[src/rtl/mc_payoff_accum_pkg.sv]
// Shared types and helpers for the Monte Carlo payoff accumulator.
// Holds the FSM encoding, default widths and lane-code utility functions.
package mc_pkg;

  typedef enum logic [1:0] {
    ST_IDLE   = 2'd0,
    ST_ACCUM  = 2'd1,
    ST_FINISH = 2'd2,
    ST_DONE   = 2'd3
  } state_e;

  localparam int DEF_W     = 32;
  localparam int DEF_FRAC  = 16;
  localparam int DEF_LANES = 5;

  // Legal codes are 0...01...1, including all-zero; v & (v+1) clears exactly those.
  function automatic logic is_thermo(input logic [31:0] v);
    logic [31:0] p;
    p = v + 32'd1;
    return (v & p) == 32'd0;
  endfunction

  function automatic logic [5:0] popcount(input logic [31:0] v);
    logic [5:0] c;
    c = '0;
    for (int i = 0; i < 32; i++) begin
      c = c + {5'd0, v[i]};
    end
    return c;
  endfunction

endpackage

[src/rtl/mc_payoff_accum_if.sv]
// Lane/control inputs and price/status outputs of the payoff accumulator.
// master drives the lanes and control, slave is the accumulator.
interface mc_payoff_accum_if
  import mc_pkg::*;
#(
  parameter int W     = DEF_W,
  parameter int LANES = DEF_LANES
);
  logic               start;
  logic [LANES-1:0]   mc_output_ctrl;
  logic               engine_done;
  logic               lane_valid;
  logic [LANES*W-1:0] lane_payoff;
  logic [W-1:0]       price_out;
  logic               price_valid;
  logic               busy;
  logic               short_run;
  logic               ctrl_err;

  modport master (
    output start, mc_output_ctrl, engine_done, lane_valid, lane_payoff,
    input  price_out, price_valid, busy, short_run, ctrl_err
  );

  modport slave (
    input  start, mc_output_ctrl, engine_done, lane_valid, lane_payoff,
    output price_out, price_valid, busy, short_run, ctrl_err
  );
endinterface

[src/rtl/mc_lane_select.sv]
// Combinational lane acceptance: enabled lanes, lowest index first, capped at the
// remaining sample budget; zero latency, no backpressure (excess lanes are dropped).
module mc_lane_select
  import mc_pkg::*;
#(
  parameter int LANES = DEF_LANES,
  parameter int BW    = 11,
  parameter int PW    = $clog2(LANES + 1)
) (
  input  logic [LANES-1:0] ctrl_i,
  input  logic [BW-1:0]    budget_i,
  output logic [LANES-1:0] mask_o,
  output logic [PW-1:0]    cnt_o
);

  logic [31:0] pre;

  // pre counts enabled lanes below i, so lane i fits only while pre < budget.
  always_comb begin
    pre    = '0;
    mask_o = '0;
    for (int i = 0; i < LANES; i++) begin
      if (ctrl_i[i] && (pre < 32'(budget_i))) begin
        mask_o[i] = 1'b1;
      end
      pre = pre + 32'(ctrl_i[i]);
    end
  end

  assign cnt_o = PW'(popcount(32'(mask_o)));

endmodule

[src/rtl/mc_payoff_accum.sv]
// Accumulates 2^LOG2_PATHS lane payoffs and emits their mean; price_valid two
// edges after the N-th sample. No backpressure: lanes past the budget are dropped.
module mc_payoff_accum
  import mc_pkg::*;
#(
  parameter int W          = DEF_W,
  parameter int FRAC       = DEF_FRAC,
  parameter int LOG2_PATHS = 10,
  parameter int LANES      = DEF_LANES
) (
  input  logic             clk,
  input  logic             rst,
  mc_payoff_accum_if.slave bus_if
);

  localparam int ACCW = W + LOG2_PATHS;
  localparam int CW   = LOG2_PATHS + 1;
  localparam int PW   = $clog2(LANES + 1);
  localparam logic [CW-1:0] N_SAMPLES = {1'b1, {LOG2_PATHS{1'b0}}};

  state_e          state_q, state_d;
  logic [ACCW-1:0] acc_q, acc_d;
  logic [CW-1:0]   cnt_q, cnt_d;
  logic [W-1:0]    price_q, price_d;
  logic            pvld_q, pvld_d;
  logic            short_q, short_d;
  logic            err_q, err_d;

  logic [CW-1:0]    budget;
  logic [LANES-1:0] sel_mask;
  logic [PW-1:0]    sel_cnt;
  logic [ACCW-1:0]  lane_sum;
  logic             take;

  assign budget = N_SAMPLES - cnt_q;
  assign take   = (state_q == ST_ACCUM) && bus_if.lane_valid;

  mc_lane_select #(
    .LANES (LANES),
    .BW    (CW),
    .PW    (PW)
  ) u_sel (
    .ctrl_i   (bus_if.mc_output_ctrl),
    .budget_i (budget),
    .mask_o   (sel_mask),
    .cnt_o    (sel_cnt)
  );

  // Operands are zero-extended to the accumulator width; the sum of accepted lanes
  // is bounded by budget * 2^W, so it always fits.
  always_comb begin
    lane_sum = '0;
    for (int i = 0; i < LANES; i++) begin
      if (sel_mask[i]) begin
        lane_sum = lane_sum + ACCW'(bus_if.lane_payoff[i*W +: W]);
      end
    end
  end

  always_ff @(posedge clk) begin
    if (rst) begin
      state_q <= ST_IDLE;
      acc_q   <= '0;
      cnt_q   <= '0;
      price_q <= '0;
      pvld_q  <= 1'b0;
      short_q <= 1'b0;
      err_q   <= 1'b0;
    end else begin
      state_q <= state_d;
      acc_q   <= acc_d;
      cnt_q   <= cnt_d;
      price_q <= price_d;
      pvld_q  <= pvld_d;
      short_q <= short_d;
      err_q   <= err_d;
    end
  end

  always_comb begin
    state_d = state_q;
    case (state_q)
      ST_IDLE, ST_DONE: if (bus_if.start) state_d = ST_ACCUM;
      ST_ACCUM:         if ((cnt_d == N_SAMPLES) || bus_if.engine_done) state_d = ST_FINISH;
      ST_FINISH:        state_d = ST_DONE;
      default:          state_d = ST_IDLE;
    endcase
  end

  always_comb begin
    acc_d   = acc_q;
    cnt_d   = cnt_q;
    price_d = price_q;
    pvld_d  = pvld_q;
    short_d = short_q;
    err_d   = err_q;
    case (state_q)
      ST_IDLE, ST_DONE: begin
        if (bus_if.start) begin
          acc_d   = '0;
          cnt_d   = '0;
          pvld_d  = 1'b0;
          short_d = 1'b0;
          err_d   = 1'b0;
        end
      end
      ST_ACCUM: begin
        if (take) begin
          acc_d = acc_q + lane_sum;
          cnt_d = cnt_q + CW'(sel_cnt);
          if (!is_thermo(32'(bus_if.mc_output_ctrl))) err_d = 1'b1;
        end
        // Samples in the done cycle land first; a run that just filled is not short.
        if (bus_if.engine_done && (cnt_d != N_SAMPLES)) short_d = 1'b1;
      end
      ST_FINISH: begin
        price_d = acc_q[LOG2_PATHS +: W];
        pvld_d  = 1'b1;
      end
      default: ;
    endcase
  end

  always_comb begin
    bus_if.busy        = (state_q == ST_ACCUM) || (state_q == ST_FINISH);
    bus_if.price_out   = price_q;
    bus_if.price_valid = pvld_q;
    bus_if.short_run   = short_q;
    bus_if.ctrl_err    = err_q;
  end

endmodule

[src/flat_wrapper.sv]
// flat-port wrapper written by rule: the top's interface ports become plain ports
module mc_payoff_accum_flat import mc_pkg::*;
#(
  parameter int W          = DEF_W,
  parameter int FRAC       = DEF_FRAC,
  parameter int LOG2_PATHS = 10,
  parameter int LANES      = DEF_LANES
)
  (clk, rst, bus_if_start, bus_if_mc_output_ctrl, bus_if_engine_done, bus_if_lane_valid, bus_if_lane_payoff, bus_if_price_out, bus_if_price_valid, bus_if_busy, bus_if_short_run, bus_if_ctrl_err);
  mc_payoff_accum_if #(.W(W), .LANES(LANES)) bus_if_i ();
  input  logic clk;
  input  logic rst;
  input wire logic [$bits(bus_if_i.start)-1:0] bus_if_start;
  input wire logic [$bits(bus_if_i.mc_output_ctrl)-1:0] bus_if_mc_output_ctrl;
  input wire logic [$bits(bus_if_i.engine_done)-1:0] bus_if_engine_done;
  input wire logic [$bits(bus_if_i.lane_valid)-1:0] bus_if_lane_valid;
  input wire logic [$bits(bus_if_i.lane_payoff)-1:0] bus_if_lane_payoff;
  output wire logic [$bits(bus_if_i.price_out)-1:0] bus_if_price_out;
  output wire logic [$bits(bus_if_i.price_valid)-1:0] bus_if_price_valid;
  output wire logic [$bits(bus_if_i.busy)-1:0] bus_if_busy;
  output wire logic [$bits(bus_if_i.short_run)-1:0] bus_if_short_run;
  output wire logic [$bits(bus_if_i.ctrl_err)-1:0] bus_if_ctrl_err;
  assign bus_if_i.start = bus_if_start;
  assign bus_if_i.mc_output_ctrl = bus_if_mc_output_ctrl;
  assign bus_if_i.engine_done = bus_if_engine_done;
  assign bus_if_i.lane_valid = bus_if_lane_valid;
  assign bus_if_i.lane_payoff = bus_if_lane_payoff;
  assign bus_if_price_out = bus_if_i.price_out;
  assign bus_if_price_valid = bus_if_i.price_valid;
  assign bus_if_busy = bus_if_i.busy;
  assign bus_if_short_run = bus_if_i.short_run;
  assign bus_if_ctrl_err = bus_if_i.ctrl_err;
  mc_payoff_accum #(.W(W), .FRAC(FRAC), .LOG2_PATHS(LOG2_PATHS), .LANES(LANES)) u_core (.clk(clk), .rst(rst), .bus_if(bus_if_i));
endmodule
[config.mk]
export PLATFORM = sky130hd
export DESIGN_NAME = mc_payoff_accum_flat
export DESIGN_NICKNAME = d
export VERILOG_FILES = /design/src/rtl/mc_payoff_accum_pkg.sv /design/src/rtl/mc_payoff_accum_if.sv /design/src/rtl/mc_lane_select.sv /design/src/rtl/mc_payoff_accum.sv /design/src/flat_wrapper.sv
export SDC_FILE = /design/constraint.sdc
export NUM_CORES = 1
export LEC_CHECK = 0
export ABC_AREA = 1
export CORE_AREA = 2 2 182 184
export CTS_CLUSTER_DIAMETER = 80
export CTS_CLUSTER_SIZE = 20
export DETAILED_ROUTE_END_ITERATION = 7
export DIE_AREA = 0 0 184 186
export GPL_TIMING_DRIVEN = 0
export PLACE_DENSITY = 0.73
export SYNTH_ARGS = -nofsm -noshare
export SYNTH_HDL_FRONTEND = slang
export SYNTH_HIERARCHICAL = 1
export SYNTH_SLANG_ARGS = --single-unit
[constraint.sdc]
create_clock -name clk -period 18.8 [get_ports clk]
set_input_delay 3.76 -clock clk [delete_from_list [all_inputs] [get_ports clk]]
set_output_delay 3.76 -clock clk [all_outputs]
set_load 0.01 [all_outputs]
### After elaboration in Yosys (flattened, before gate mapping)

Index checks and enable logic that the tools add are counted.

| cells by class | value |
|---|---|
| mux-type cells | 27 |
| bitwise logic cells | 1 |
| add/sub/neg operators | 15 |
| equal/unequal tests | 10 |
| reduce and logical (&&, ||, !) cells | 19 |
| $lt $le $gt $ge | 5 |

Operator list:

| cell | number |
|---|---|
| two-way mux 42 bit | 6 |
| adder 42 x 32 -> 42 bit | 3 |
| case mux 42 bit (2 select lines) | 1 |
| adder 42 bit | 1 |
| adder 32 x 32 -> 33 bit | 1 |
| two-way mux 11 bit | 3 |
| bitwise AND 5 x 32 -> 32 bit | 1 |
| zero test 32 bit | 1 |
| two-way mux 32 bit | 1 |
| case mux 11 bit (2 select lines) | 1 |
| adder 11 x 3 -> 11 bit | 1 |
| == test 11 bit, second input constant | 1 |
| less-than comparator 1 x 11 -> 1 bit | 1 |
| less-than comparator 1 x 11 -> 1 bit, first input constant | 1 |
| less-than comparator 2 x 11 -> 1 bit | 1 |
| less-than comparator 3 x 11 -> 1 bit | 1 |
| less-than comparator 4 x 11 -> 1 bit | 1 |
| != test 11 bit, second input constant | 1 |
| subtractor 11 bit, first input constant | 1 |
| two-way mux 1 bit | 9 |
| != test 2 bit, second input constant | 4 |
| logical AND 1 bit | 7 |
| adder 2 x 1 -> 3 bit | 2 |
| adder 3 x 1 -> 3 bit | 2 |
| 16 further kinds | 25 |

| word-level totals | value |
|---|---|
| bits in registers | 90 |
| output and inout bits | 36 |
| word-level logic and storage cells | 84 |

### Logic depth before layout (Yosys ltp)

Gate-level depths: netlist (run 1).

| logic depth | value |
|---|---|
| word-level depth | 16 |
| depth in mapped cells | 78 |

### Cells and area by module

Netlist (run 1), hierarchy kept.

Modules (own cells, without submodules):

| module | cells an instance | instances | area an instance (µm²) | sequential area each (µm²) |
|---|---|---|---|---|
| mc_payoff_accum | 2698 | 1 | 15556.2 | 1801.7 |
| mc_lane_select | 56 | 1 | 392.9 | 0.0 |

### Worst setup path after synthesis (run 1)

Ideal clock, no wire load.

| path | value |
|---|---|
| path type | in2reg |
| start point | input bus_if_mc_output_ctrl[0] |
| end point | register u_core.acc_q[40] |
| path slack | 7.196 ns |
| setup time | 0.070 ns |
| data required time | 18.730 ns |
| stages on the path | 58 |
| data arrival time | 11.534 ns |
| cell sequence | inv_1 a21oi_1 buf_6 buf_2 nand2_1 inv_1 ha_1 nand2_1 inv_1 o21ai_0 nand2_1 nand2_1 nand2_2 a21oi_4 xor2_1 a21oi_2 ha_1 a21o_1 [22 not listed] a21oi_1 inv_1 a211oi_1 o21ai_0 or2_2 nand3_1 nand2_1 ha_1 nand2_1 nor2_1 inv_1 nor4_1 nand3_1 nand3_1 nand4_1 inv_1 o21ai_0 a21oi_1 |

| between the ends | value |
|---|---|
| cells in the longest elaborated chain, start to end | 14 |
| elaborated cells on any way between the ends | 29 |
| those cells by class | 8 x add/sub; 4 x order compare; 12 x mux; 5 x reduce/logical |

RTL lines:

| what | line | RTL |
|---|---|---|
| start: declaration | flat_wrapper.sv:14 | `input wire logic [$bits(bus_if_i.mc_output_ctrl)-1:0] bus_if_mc_output_ctrl;` |
| logical AND 1 bit (*) | mc_lane_select.sv:23 | `if (ctrl_i[i] && (pre < 32'(budget_i))) begin` |
| two-way mux 1 bit (*) | mc_lane_select.sv:23 |  |
| named net u_core.sel_mask[0] | mc_payoff_accum.sv:30 | `logic [LANES-1:0] sel_mask;` |
| two-way mux 32 bit (*) | mc_payoff_accum.sv:54 | `if (sel_mask[i]) begin` |
| adder 32 x 32 -> 33 bit | mc_payoff_accum.sv:55 | `lane_sum = lane_sum + ACCW'(bus_if.lane_payoff[i*W +: W]);` |
| two-way mux 42 bit (*) | mc_payoff_accum.sv:54 |  |
| adder 42 x 32 -> 42 bit | mc_payoff_accum.sv:55 |  |
| two-way mux 42 bit (*) | mc_payoff_accum.sv:54 |  |
| adder 42 x 32 -> 42 bit | mc_payoff_accum.sv:55 |  |
| two-way mux 42 bit (*) | mc_payoff_accum.sv:54 |  |
| adder 42 x 32 -> 42 bit | mc_payoff_accum.sv:55 |  |
| two-way mux 42 bit (*) | mc_payoff_accum.sv:54 |  |
| adder 42 bit (*) | mc_payoff_accum.sv:109 | `acc_d = acc_q + lane_sum;` |
| two-way mux 42 bit (*) | mc_payoff_accum.sv:108 | `if (take) begin` |
| case mux 42 bit (2 select lines) (*) | mc_payoff_accum.sv:97 | `case (state_q)` |
| end signal: assignment | mc_payoff_accum.sv:63 | `acc_q <= '0;` |
| end signal: assignment | mc_payoff_accum.sv:71 | `acc_q <= acc_d;` |
| end: declaration | mc_payoff_accum.sv:22 | `logic [ACCW-1:0] acc_q, acc_d;` |

The timed path passes the listed nets; every way through them passes the cells marked *. The select of a mux whose other input is x is not followed.
A chain may end at the register's enable or synchronous reset.

### Worst setup path after layout (run 1)

Same ends and word-level chain as after synthesis.

==> out/results.ini, run 1 <==
[floorplanning]
die_area_um2 = 34220
num_rows = 66
fp.dieW_um = 184
io_pins = 206
initial_core_util = 0.4952
die_y_um = 186
core_area_um2 = 32210

[timing]
fmax_mhz = 68.29
fin_tns_setup_ns = 0
hold_slack_ns = 0.4688
drv_slew = 0
rsz0062_at_grt = false
period_share = 0.7789
setup_viol = 0
final.setup.worst_slack_ns = 4.157
skew_ns = 0.006261
hold_viol_final = 0
tightest_slew_ns = 1.148
fin_crit_ns = 14.64
max_slew_margin = 0.2332

[synth]
synthesis.nets = 3112
synth-main-ff-cell = dfxtp_1
yosysSeqAreaShare = 0.1130
avgSynthCellArea_um2 = 5.791
syn_inst = 2754
ys_types = 62
yosysTopAreaCell = nand2_1
yosys_warnings = 6
ys_async_sr_fraction = 0
synth_edf_count = 0
synthTopCellsByArea = nand2_1, ha_1, dfxtp_1, a21oi_1, inv_1
syn_area_um2 = 15950
synth_top_area_share = 0.1577
ys_ff_latch = 90

[worst_setup_path]
cpMostUsedCell = nand2_1
critPathTopFamily = simple AND/OR/NAND/NOR gates
worstPathArrival_ns = 14.93
slowest_stage = o21ai_0
slowest_delay_ns = 0.65
required_ns = 19.08
critPathLaunchType = primary input
cp_num_buf_inv = 10
critPathMaxFanout = 10
end_kind = register
worstSetupPathType = in -> reg

[route]
vias_per_cell = 5.681
via_count = 19220
drt_iter0_markers = 1518
ant_nets = 0
wl_per_cell_um = 17.91
finalWirelength_um = 60600
first_pass_iters = 5
drc = 0

[cts]
tritoncts = built
cts.root.buffer_cell = clkbuf_16
cts.sinks = 90
numCtsBuffers = 9
clock_path_buffers = 2
postCtsResizedCells = 0
clk_latency_ns = 0.35
holdBufCountCts = 0
cts_max_level = 3
path_clk_slew_ns = 0.07
post_cts_buffers = 0

[placement]
numPortBuffers = 204
place_hpwl_um = 52720
gp_congestion = 1.014
place_ws_ns = 4.070

[final_layout]
layout.nets = 3327
fillCellCount = 3319
utilization = 0.5845
area_growth_pct = 18.03
final_common_cell = nand2_1
drive_gt1_frac = 0.05044
final_cell_mix = nand2_1, inv_1, nor2_1, a21oi_1, clkdlybuf4s50_1

[outcome]
status = complete, no violations

[run]
drv_cap = 0

[pwr]
power_uw = 2299
power.density_nw_per_um2 = 122.1
worst_ir_drop_vdd_mv = 0.06193
leakage_uw = 0.009218

[global_route]
grt_antenna_before_repair = 1
grt_max_degree = 17
grt_pass1_wl_um = 94810
grt_overflow = 0
grt_pass1_vias = 18350
grt_usage = 0.3514

[hold_path]
hp-class = reg -> reg

final timing paths:
| check | startpoint | to | slack, ns | cells after the start |
|---|---|---|---|---|
| min reg2reg | u_core/bus_if.price_valid | u_core/bus_if.price_valid | 0.47 | 2 |
| max | bus_if_mc_output_ctrl[0] | u_core/acc_q[40] | 4.16 | 56 |
| max reg2reg | u_core/cnt_q[0] | u_core/acc_q[40] | 6.40 | 63 |
| min | u_core/bus_if.price_valid | u_core/bus_if.price_valid | 0.47 | 2 |
worst register-to-register path, delay by kind of cell, from the launching register on:
| kind | cells | cell delay [ns] |
|---|---|---|
| adders and majority gates | 6 | 1.93 |
| buffers and inverters | 9 | 1.50 |
| DFF | 1 | 0.40 |
| AOI/OAI and AO/OA | 15 | 3.12 |
| and+or+nand+nor | 31 | 4.98 |
| xor gates and xnor gates | 2 | 0.41 |
sequential cells by signal, indices dropped and copies added (netlist names):
register / flops
u_core/acc_q: 42
u_core/bus_if.price_out: 32
u_core/cnt_q: 11
u_core/state_q: 2
u_core/bus_if.ctrl_err: 1
u_core/bus_if.price_valid: 1
u_core/bus_if.short_run: 1
Yosys cell counts (all sizes together), types with 2 or more instances:
cell and n:
a22oi 3, nor4 9, a21boi 10, nand3 201
a31oi 30, fa 10, o21bai 20, nand4 26
o22ai 9, a211oi 6, o21a 10, a221oi 6
nand3b 10, buf 23, nand2 699, a21oi 270
or2 33, clkbuf 33, xor2 54, and2 23
a21o 18, o211ai 9, xnor2 24, o21ai 230
o221ai 2, nor2 307, o31ai 2, nor3 38
ha 178, dfxtp 90, inv 361, clkinv 3
kinds of logic (layout without fill, tap and decap cells):
kind of cell,Yosys count,count (layout),share of synthesized area
other cells,1,2,0.0002351
simple gates,1348,1348,0.3679
compound gates,629,629,0.2231
flops,90,90,0.1130
fa+ha+maj,188,188,0.1522
xor+xnor,78,78,0.04283
buf+inv,420,640,0.1008
final cells by class:
| type | count | area, um2 | share of cell area |
|---|---|---|---|
| Clock inverter | 5 | 67.56 | 0.003589 |
| Clock buffer | 11 | 252.7 | 0.01343 |
| Tap cell | 408 | 510.5 | 0.02712 |
| Buffer | 56 | 240.2 | 0.01276 |
| Timing Repair Buffer | 204 | 2042 | 0.1085 |
| Inverter | 364 | 1368 | 0.07265 |
| Sequential cell | 90 | 1802 | 0.09571 |
| Multi-Input combinational cell | 2244 | 12540 | 0.6661 |
| Antenna cell | 1 | 2.502 | 0.0001329 |
metrics by stage:
stage	std cells	area [um2]
global route	3383	18820
finish	3383	18820
floorplan	2754	15950
detailed placement	3366	18500
CTS	3382	18820
global placement	3366	18500
power by group:
part	switching, uW	internal (uW)
clock network	79.9	112
logic	1220	644
registers	21.0	224
total	1320	981
metal layers:
metal  GRT usage  routed length, um  vias to the layer above  part of all wire
met1      0.4335              25640                     8780              0.42
met3     0.02035               3295                      126             0.054
met4      0.1398               2513                        0             0.041
met2      0.6382              29140                      726              0.48
li1            -                  -                     9586                 -
met5           0                  0                        -                 0
Power figures use the tool's default switching activity.
==> run 2, diff against run 1 <==
==> constraint.sdc (replaced) <==
create_clock -name clk -period 15 [get_ports clk]
set_input_delay 3 -clock clk [delete_from_list [all_inputs] [get_ports clk]]
set_output_delay 3 -clock clk [all_outputs]
set_load 0.01 [all_outputs]
==> results of run 2 <==
The final DEF is identical to that of run 1. Status: complete, no violations.
Main changes from that run: setup slack after placement 4.070 ns -> 1.030 ns; setup slack after layout 4.157 ns -> 1.117 ns; register-to-register setup slack 6.40 ns -> 2.60 ns; total power 2299 uW -> 2881 uW; worst IR drop on VDD 0.06193 mV -> 0.07762 mV
==> run 3, diff against run 2 <==
--- a/config.mk
+++ b/config.mk
@@ -7,6 +7,7 @@
 export LEC_CHECK = 0
 export ABC_AREA = 1
 export CORE_AREA = 2 2 182 184
+export CTS_BUF_LIST = sky130_fd_sc_hd__clkbuf_4
 export CTS_CLUSTER_DIAMETER = 80
 export CTS_CLUSTER_SIZE = 20
 export DETAILED_ROUTE_END_ITERATION = 7
==> run 3 against run 2 <==
Net effect:
- sequential cell count stayed put
- largest power group unchanged
- critical path depth stayed put
- clock skew is 0.012 ns higher
- routed wire length is 0.22% lower
- utilization is 0.54 points lower
- global-route usage hardly changed
- sequential share of layout area is 0.090 points higher
- via count is 0.12% higher
==> out/results.ini, run 3 (synthesis gave the netlist of run 1 again) <==
[outcome]
status = complete, no violations

[worst_setup_path]
worstPathArrival_ns = 14.15
worstSetupPathType = in -> reg
cpMostUsedCell = nand2_1
required_ns = 15.42
slowest_stage = o21ai_0
slowest_delay_ns = 0.63
critPathTopFamily = simple AND/OR/NAND/NOR gates
critPathLaunchType = primary input
cp_num_buf_inv = 10
critPathMaxFanout = 10
end_kind = register

[pwr]
switching_power_uw = 1643
combinationalPowerShare = 0.838
leakage_uw = 0.009137
seq_power_share = 0.110
worst_ir_drop_vdd_mv = 0.06399
power_uw = 2783
internal_power_uw = 1140
power.density_nw_per_um2 = 149.2
netSwitchingFraction = 0.5903
p_clk_frac = 0.051

[timing]
fin_crit_ns = 13.73
skew_ns = 0.01826
hold_slack_ns = 0.4786
max_slew_margin = 0.2384
period_share = 0.9153
setup_viol = 0
fmax_mhz = 72.83
fin_tns_setup_ns = 0
hold_viol_final = 0
tightest_slew_ns = 1.140
rsz0062_at_grt = false
drv_slew = 0

[cts]
clk_latency_ns = 0.48
clock_path_buffers = 2
postCtsResizedCells = 0
cts.root.buffer_cell = clkbuf_4
post_cts_buffers = 0
holdBufCountCts = 0
cts_max_level = 3
numCtsBuffers = 9
tritoncts = built
path_clk_slew_ns = 0.15
cts.sinks = 90

[placement]
gp_congestion = 1.014
place_hpwl_um = 52720
numPortBuffers = 204

[route]
wl_per_cell_um = 17.87
vias_per_cell = 5.686
via_count = 19240
first_pass_iters = 5
drt_iter0_markers = 1533
drc = 0
finalWirelength_um = 60460
ant_nets = 0

[floorplanning]
io_pins = 206
die_area_um2 = 34220
fp.dieW_um = 184
core_area_um2 = 32210
die_y_um = 186
initial_core_util = 0.4952
num_rows = 66

[final_layout]
final_common_cell = nand2_1
multi_input_area_um2 = 12540
regArea_um2 = 1802
layout.nets = 3327
drive_gt1_frac = 0.04976
final_cell_mix = nand2_1, inv_1, nor2_1, a21oi_1, clkdlybuf4s50_1
top_register = u_core/acc_q
fillCellCount = 3357
largest_register_ffs = 42
area_growth_pct = 16.93

[global_route]
grt_overflow = 0
grt_pass1_wl_um = 94560
grt_usage = 0.3512
grt_max_degree = 17
grt_pass1_vias = 18270
grt_antenna_before_repair = 2

[hold_path]
hp-class = reg -> reg

[run]
drv_cap = 0

==> run 3: cell count changes in the layout (fill, tap and decap cells not counted) <==
cell       before  now
clkbuf_16       9    0
clkbuf_4        0    9
clkbuf_8        2    0
clkinv_1        2    4
diode_2         1    2
==> run 3: through the flow <==
step                  util  instance area [um2]  worst slack (ns)  std cells
floorplan                -                15950             4.156       2754
global placement    0.5745                18500             1.024       3366
detailed placement  0.5745                18500             1.030       3366
CTS                 0.5789                18640             1.499       3382
global route        0.5791                18650            0.3382       3384
finish              0.5791                18650             1.270       3384
==> run 3: worst paths after layout <==
path / start / to / slack, ns / depth (start not counted)
setup / recovery: bus_if_mc_output_ctrl[0] / u_core/acc_q[40] / 1.27 / 56
hold / removal: u_core/bus_if.price_valid / u_core/bus_if.price_valid / 0.48 / 2
setup reg to reg: u_core/cnt_q[0] / u_core/acc_q[40] / 2.62 / 63
hold reg to reg: u_core/bus_if.price_valid / u_core/bus_if.price_valid / 0.48 / 2
==> run 3: layout make-up <==
cell class                      instances  area share
Antenna cell                            2   0.0002684
Clock inverter                          7    0.004026
Multi-Input combinational cell       2244      0.6724
Sequential cell                        90     0.09661
Timing Repair Buffer                  204      0.1095
Clock buffer                            9    0.003623
Tap cell                              408     0.02737
Buffer                                 56     0.01288
Inverter                              364     0.07333
==> run 3: worst register-to-register path, delay by kind of cell, from the launching register on <==
kind / cells / cell delay (ns)
AO/OA/AOI/OAI: 15 / 3.12
XOR/XNOR: 2 / 0.42
AND/OR/NAND/NOR: 31 / 4.91
adder cells (fa/ha/maj): 6 / 1.95
buffers and inverters: 9 / 1.48
flip-flops: 1 / 0.43
==> run 3: power by group through the flow <==
stage,Sequential (uW),Clock (uW),Combinational (uW)
after floorplan,319,0,1610
after global placement,310,0,2240
after detailed placement,313,0,2270
after CTS,307,147,2280
after global routing,312,158,2580
final,307,143,2330
==> run 3: routing by layer <==
metal,global-route usage,up-vias,wire length (um)
met4,0.1286,0,2194
met2,0.6415,713,29370
met3,0.02230,114,3099
li1,-,9576,-
met5,0,-,0
met1,0.4332,8839,25800
==> patch 1 (config.mk and constraints of run 2) <==
Reset style: asynchronous (`rst`), changed in one clocked block.
--- a/src/rtl/mc_payoff_accum.sv
+++ b/src/rtl/mc_payoff_accum.sv
@@ -57,7 +57,7 @@
     end
   end
 
-  always_ff @(posedge clk) begin
+  always_ff @(posedge clk or posedge rst) begin
     if (rst) begin
       state_q <= ST_IDLE;
       acc_q   <= '0;
Check against the original RTL: differs if rst is asserted again (counterexample within 4 cycles, from zero or initial values and one cycle with rst high); with rst held inactive, the same outputs for 4 cycles.
==> patch 1 against run 2 <==
- sequential cell count did not move
- global-route usage is 3.2 points lower
- area after synthesis shrank 2.7%
- clock power down 4%
- setup slack improved by 0.30 ns
- final area is 2.2% lower
- total power up 51%
- routed wire length fell by 9.1%
- critical endpoint is now u_core/acc_q[40]
==> patch 1: results <==
[global_routing]
grt_pass1_wl_um = 86600
grt_max_degree = 63
grt_pass1_vias = 16900
track_usage_pct = 32.0
antenna_found_initial = 2

[pwr]
p_sw_share_pct = 59.7
vdd_drop_max_mv = 0.137
p_leak_uw = 0.00938

[place]
place_hpwl_um = 47700
io_buffers = 205
globalplace.congestion = 0.949

[detailed_routing]
met1Wirelength_um = 24700
wl_per_cell_um = 17.3
met3_length_um = 3060
drt_iter0_markers = 1388
wl_met2_um = 26300
route.vias.total = 17800

[synth]
ys_types = 61
synthesis.nets = 2918
synth_seq_area_share_pct = 14.5
async_flop_share_pct = 100
synth.top_cells.by_area = "nand2_1 (18%), dfrtp_1 (15%), ha_1 (14%)"
ys.flop_type = "dfrtp_1"
ys_top_cells_by_count = "nand2_1 (753), inv_1 (303), a21oi_1 (213)"

[critical_path]
worstPathArrival_ns = 13.79
timing.reg2reg.setup_slack_ns = 2.88
r2r_cells = 74
cpMaxStageDelayCell = "clkdlybuf4s50_1"
max_stage_delay_ns = 0.57
cp_max_fo = 10
r2r-start = "u_core/cnt_q[0]"
timing.rr.end = "u_core/acc_q[40]"

[clocking]
clk_latency_ns = 0.34
cts_buffers = 9
path_clk_slew_ns = 0.06

[finish]
fillCellCount = 3255
largest_reg_flops = 42
drive_gt1_share_pct = 5.00
final_nets = 3135
top_register = "u_core/acc_q"

[status]
status = "completed"

[timing]
hold_violations = 0
worst_clock_skew_ns = 0.00684
max-slew-margin-rel_pct = 31.0

[min_path]
hold_start = "u_core/bus_if.price_out[6]"
hold_path_end = "u_core/bus_if.price_out[6]"
patch 1: changes by cell type in the layout (fill, tap and decap cells not counted), sizes merged, moves of 12 or more:
cell	before	now
nor2	307	204
nand3	201	150
inv	364	316
dfxtp	90	0
o21ai	230	218
dfrtp	0	90
xnor2	24	41
nand2	699	790
a21oi	270	213
patch 1: cell type report:
class,instances,area [µm²],area share [%]
Multi-Input combinational cell,2107,11900,64.4
Sequential cell,90,2250,12.2
Timing Repair Buffer,206,2080,11.3
Inverter,317,1190,6.48
Tap cell,408,510,2.77
Clock buffer,11,243,1.32
Buffer,46,214,1.16
Clock inverter,5,60.1,0.326
Antenna cell,2,5.00,0.0272
patch 1: through the flow:
| step | hold slack, ns | cells | instance area, µm² | utilization [%] | setup slack, ns |
|---|---|---|---|---|---|
| after global placement | 0.453 | 3173 | 18100 | 56.1 | 1.52 |
| final | 0.470 | 3192 | 18400 | 57.2 | 1.41 |
| after floorplan | 0.452 | 2560 | 15500 | - | 4.22 |
| after CTS | 0.476 | 3190 | 18400 | 57.2 | 1.69 |
| after detailed placement | 0.459 | 3174 | 18100 | 56.2 | 1.43 |
| after global routing | 0.500 | 3192 | 18400 | 57.2 | 0.652 |
patch 1: worst max path at each step:
stage | startpoint | endpoint
after floorplan | bus_if_mc_output_ctrl[0] | u_core/acc_q[40]
after global placement | bus_if_mc_output_ctrl[0] | u_core/acc_q[40]
after detailed placement | bus_if_mc_output_ctrl[0] | u_core/acc_q[40]
after global routing | bus_if_mc_output_ctrl[0] | u_core/acc_q[40]
after CTS | bus_if_mc_output_ctrl[0] | u_core/acc_q[40]
final | bus_if_mc_output_ctrl[0] | u_core/acc_q[40]
patch 1: cell families after synthesis:
family,count (synthesis),share of synthesized area (%)
xor gates and xnor gates,101,5.70
other,1,0.0242
and+or+nand+nor,1265,34.9
DFF,90,14.5
AOI/OAI and AO/OA,552,20.2
buffers and inverters,363,9.05
adders and majority gates,188,15.6
patch 1: power groups by stage:
stage	registers, µW	logic [µW]	clock network [µW]
after floorplan	375	2660	0
after global placement	374	3600	0
after detailed placement	377	3660	0
after CTS	373	3680	237
after global routing	381	4170	248
final	374	3750	231
patch 1: critical path: cells and delay by family:
kind,cells,cell delay [ns]
AOI/OAI and AO/OA,15,3.13
and+or+nand+nor,29,3.99
buffers and inverters,9,1.62
xor gates and xnor gates,2,0.30
adders and majority gates,5,1.73
patch 1: layer usage:
metal  up-vias  track usage, %
met3        75            3.37
met5         -               0
li1       8903               -
met1      8267            41.3
met2       555            57.4
met4         0            7.17
==> patch 2 (config.mk and constraints of run 2) <==
Without the edit above. `LOG2_PATHS` is set to 10 in 2 places; all go to 11.
--- a/src/rtl/mc_payoff_accum.sv
+++ b/src/rtl/mc_payoff_accum.sv
@@ -5,7 +5,7 @@
 #(
   parameter int W          = DEF_W,
   parameter int FRAC       = DEF_FRAC,
-  parameter int LOG2_PATHS = 10,
+  parameter int LOG2_PATHS = 11,
   parameter int LANES      = DEF_LANES
 ) (
   input  logic             clk,
--- a/src/flat_wrapper.sv
+++ b/src/flat_wrapper.sv
@@ -3,7 +3,7 @@
 #(
   parameter int W          = DEF_W,
   parameter int FRAC       = DEF_FRAC,
-  parameter int LOG2_PATHS = 10,
+  parameter int LOG2_PATHS = 11,
   parameter int LANES      = DEF_LANES
 )
   (clk, rst, bus_if_start, bus_if_mc_output_ctrl, bus_if_engine_done, bus_if_lane_valid, bus_if_lane_payoff, bus_if_price_out, bus_if_price_valid, bus_if_busy, bus_if_short_run, bus_if_ctrl_err);
Behaviour: not the same (a bounded check fails within 4 cycles, from zero or initial values and one cycle with rst high).
==> patch 2 against run 2 <==
- non-clock buffer count is the same
- clock skew grew 0.0020 ns
- first-iteration DRC count shrank 11%
- setup slack lost 0.083 ns
- final area shrank 0.55%
- area after synthesis shrank 0.60%
- total power grew 3.3%
- hold slack gained 0.0043 ns
- sequential cell count grew 2
- routed wire length shrank 4.0%
- largest power group unchanged
==> patch 2: results <==
[global_routing]
grt_pass1_wl_um = 90700
grt_pass1_vias = 17900
antenna_found_initial = 2
grt_max_degree = 17
track_usage_pct = 33.5

[detailed_routing]
drt_iter0_markers = 1349
viasPerCell = 5.57
drt-pass1-iter-count = 6
drt-total-wl_um = 58100

[synth]
synth.top_cells.by_area = "nand2_1 (17%), ha_1 (14%), dfxtp_1 (12%)"
yosysWarnings = 6
synth_fa_ha_area_share_pct = 15.3
synth-compound-area-share_pct = 21.9
synth_seq_area_share_pct = 11.6
ys_top_cells_by_count = "nand2_1 (705), inv_1 (331), nor2_1 (279)"
synthesis.nets = 3104
syn_avg_cell_area_um2 = 5.78
synthXorXnorAreaFrac_pct = 5.14
ys_types = 57

[place]
place_hpwl_um = 50600
io_buffers = 204
globalplace.congestion = 0.982
placed_area_mm2 = 0.0184

[finish]
largest_reg_flops = 43
drive_gt1_share_pct = 4.05
fillCellCount = 3241
final_nets = 3319

[critical_path]
cpMaxStageDelayCell = "clkdlybuf4s50_1"
cp_max_fo = 10
max_stage_delay_ns = 0.60

[status]
status = "completed"

[clocking]
cts_buffers = 9
path_clk_slew_ns = 0.07
cts_buffer_depth = 2

[timing]
worst_clock_skew_ns = 0.00831
worst_slew_pin_slew_ns = 1.13

[pwr]
power.density_mw_per_mm2 = 159
vdd_drop_max_mv = 0.0925
p_leak_uw = 0.00940
==> patch 2: cells by family (layout without fill, tap and decap cells) <==
logic type | count (synthesis) | in the layout
buffers and inverters | 400 | 620
adders and majority gates | 189 | 189
DFF | 92 | 92
and+or+nand+nor | 1348 | 1348
AOI/OAI and AO/OA | 622 | 622
xor gates and xnor gates | 93 | 93
other | 1 | 3
==> patch 2: cell type report <==
cell class              instances  share of cell area [%]
repair buffers                204                    10.9
plain buffers                  56                    1.26
inverters                     344                    6.90
well taps                     408                    2.73
clock buffers                  10                    1.28
flip-flops and latches         92                    9.84
clock inverters                 6                   0.381
multi-input cells            2253                    66.7
diodes                          2                  0.0267
==> patch 2: repair_timing <==
item | in CTS | in global routing
hold endpoints to repair | 0 | 0
endpoints found under the setup margin | 0 | 4
hold buffers | 0 | 0
buffers inserted | 0 | 0
resized for setup | 0 | 1
==> patch 2: final timing paths <==
path | startpoint | endpoint | slack (ns) | cells after the start
setup / recovery | bus_if_mc_output_ctrl[0] | u_core/acc_q[37] | 1.03 | 61
hold reg to reg | u_core/acc_q[5] | u_core/acc_q[5] | 0.47 | 2
setup reg to reg | u_core/cnt_q[0] | u_core/acc_q[37] | 2.12 | 75
hold / removal | u_core/acc_q[5] | u_core/acc_q[5] | 0.47 | 2
==> patch 2: per-layer routing <==
layer | global-route usage [%] | part of all wire, % | vias up
li1 | - | - | 9539
met1 | 39.4 | 43 | 8539
met2 | 62.9 | 49 | 614
met3 | 2.76 | 4.4 | 111
met4 | 13.1 | 4.1 | 0
met5 | 0 | 0 | -
==> patch 2: power by group <==
group | switching (µW) | total [µW] | internal [µW]
logic | 1570 | 2430 | 854
clock network | 100 | 236 | 136
registers | 25.1 | 312 | 287
==> patch 2: worst max-delay path, delay by kind of cell <==
kind	cells	cell delay, ns
AND/OR/NAND/NOR	32	5.00
buffers and inverters	12	2.12
AO/OA/AOI/OAI	10	1.99
adder cells (fa/ha/maj)	5	1.69
XOR/XNOR	2	0.37
==> patch 2: stage by stage <==
stage | hold slack [ns] | std cells | total power [µW] | worst slack [ns]
floorplan | 0.443 | 2745 | 2020 | 3.95
global placement | 0.455 | 3357 | 2650 | 0.888
detailed placement | 0.463 | 3357 | 2690 | 0.893
CTS | 0.473 | 3373 | 2930 | 1.19
global route | 0.498 | 3375 | 3270 | 0.00835
finish | 0.473 | 3375 | 2980 | 1.03
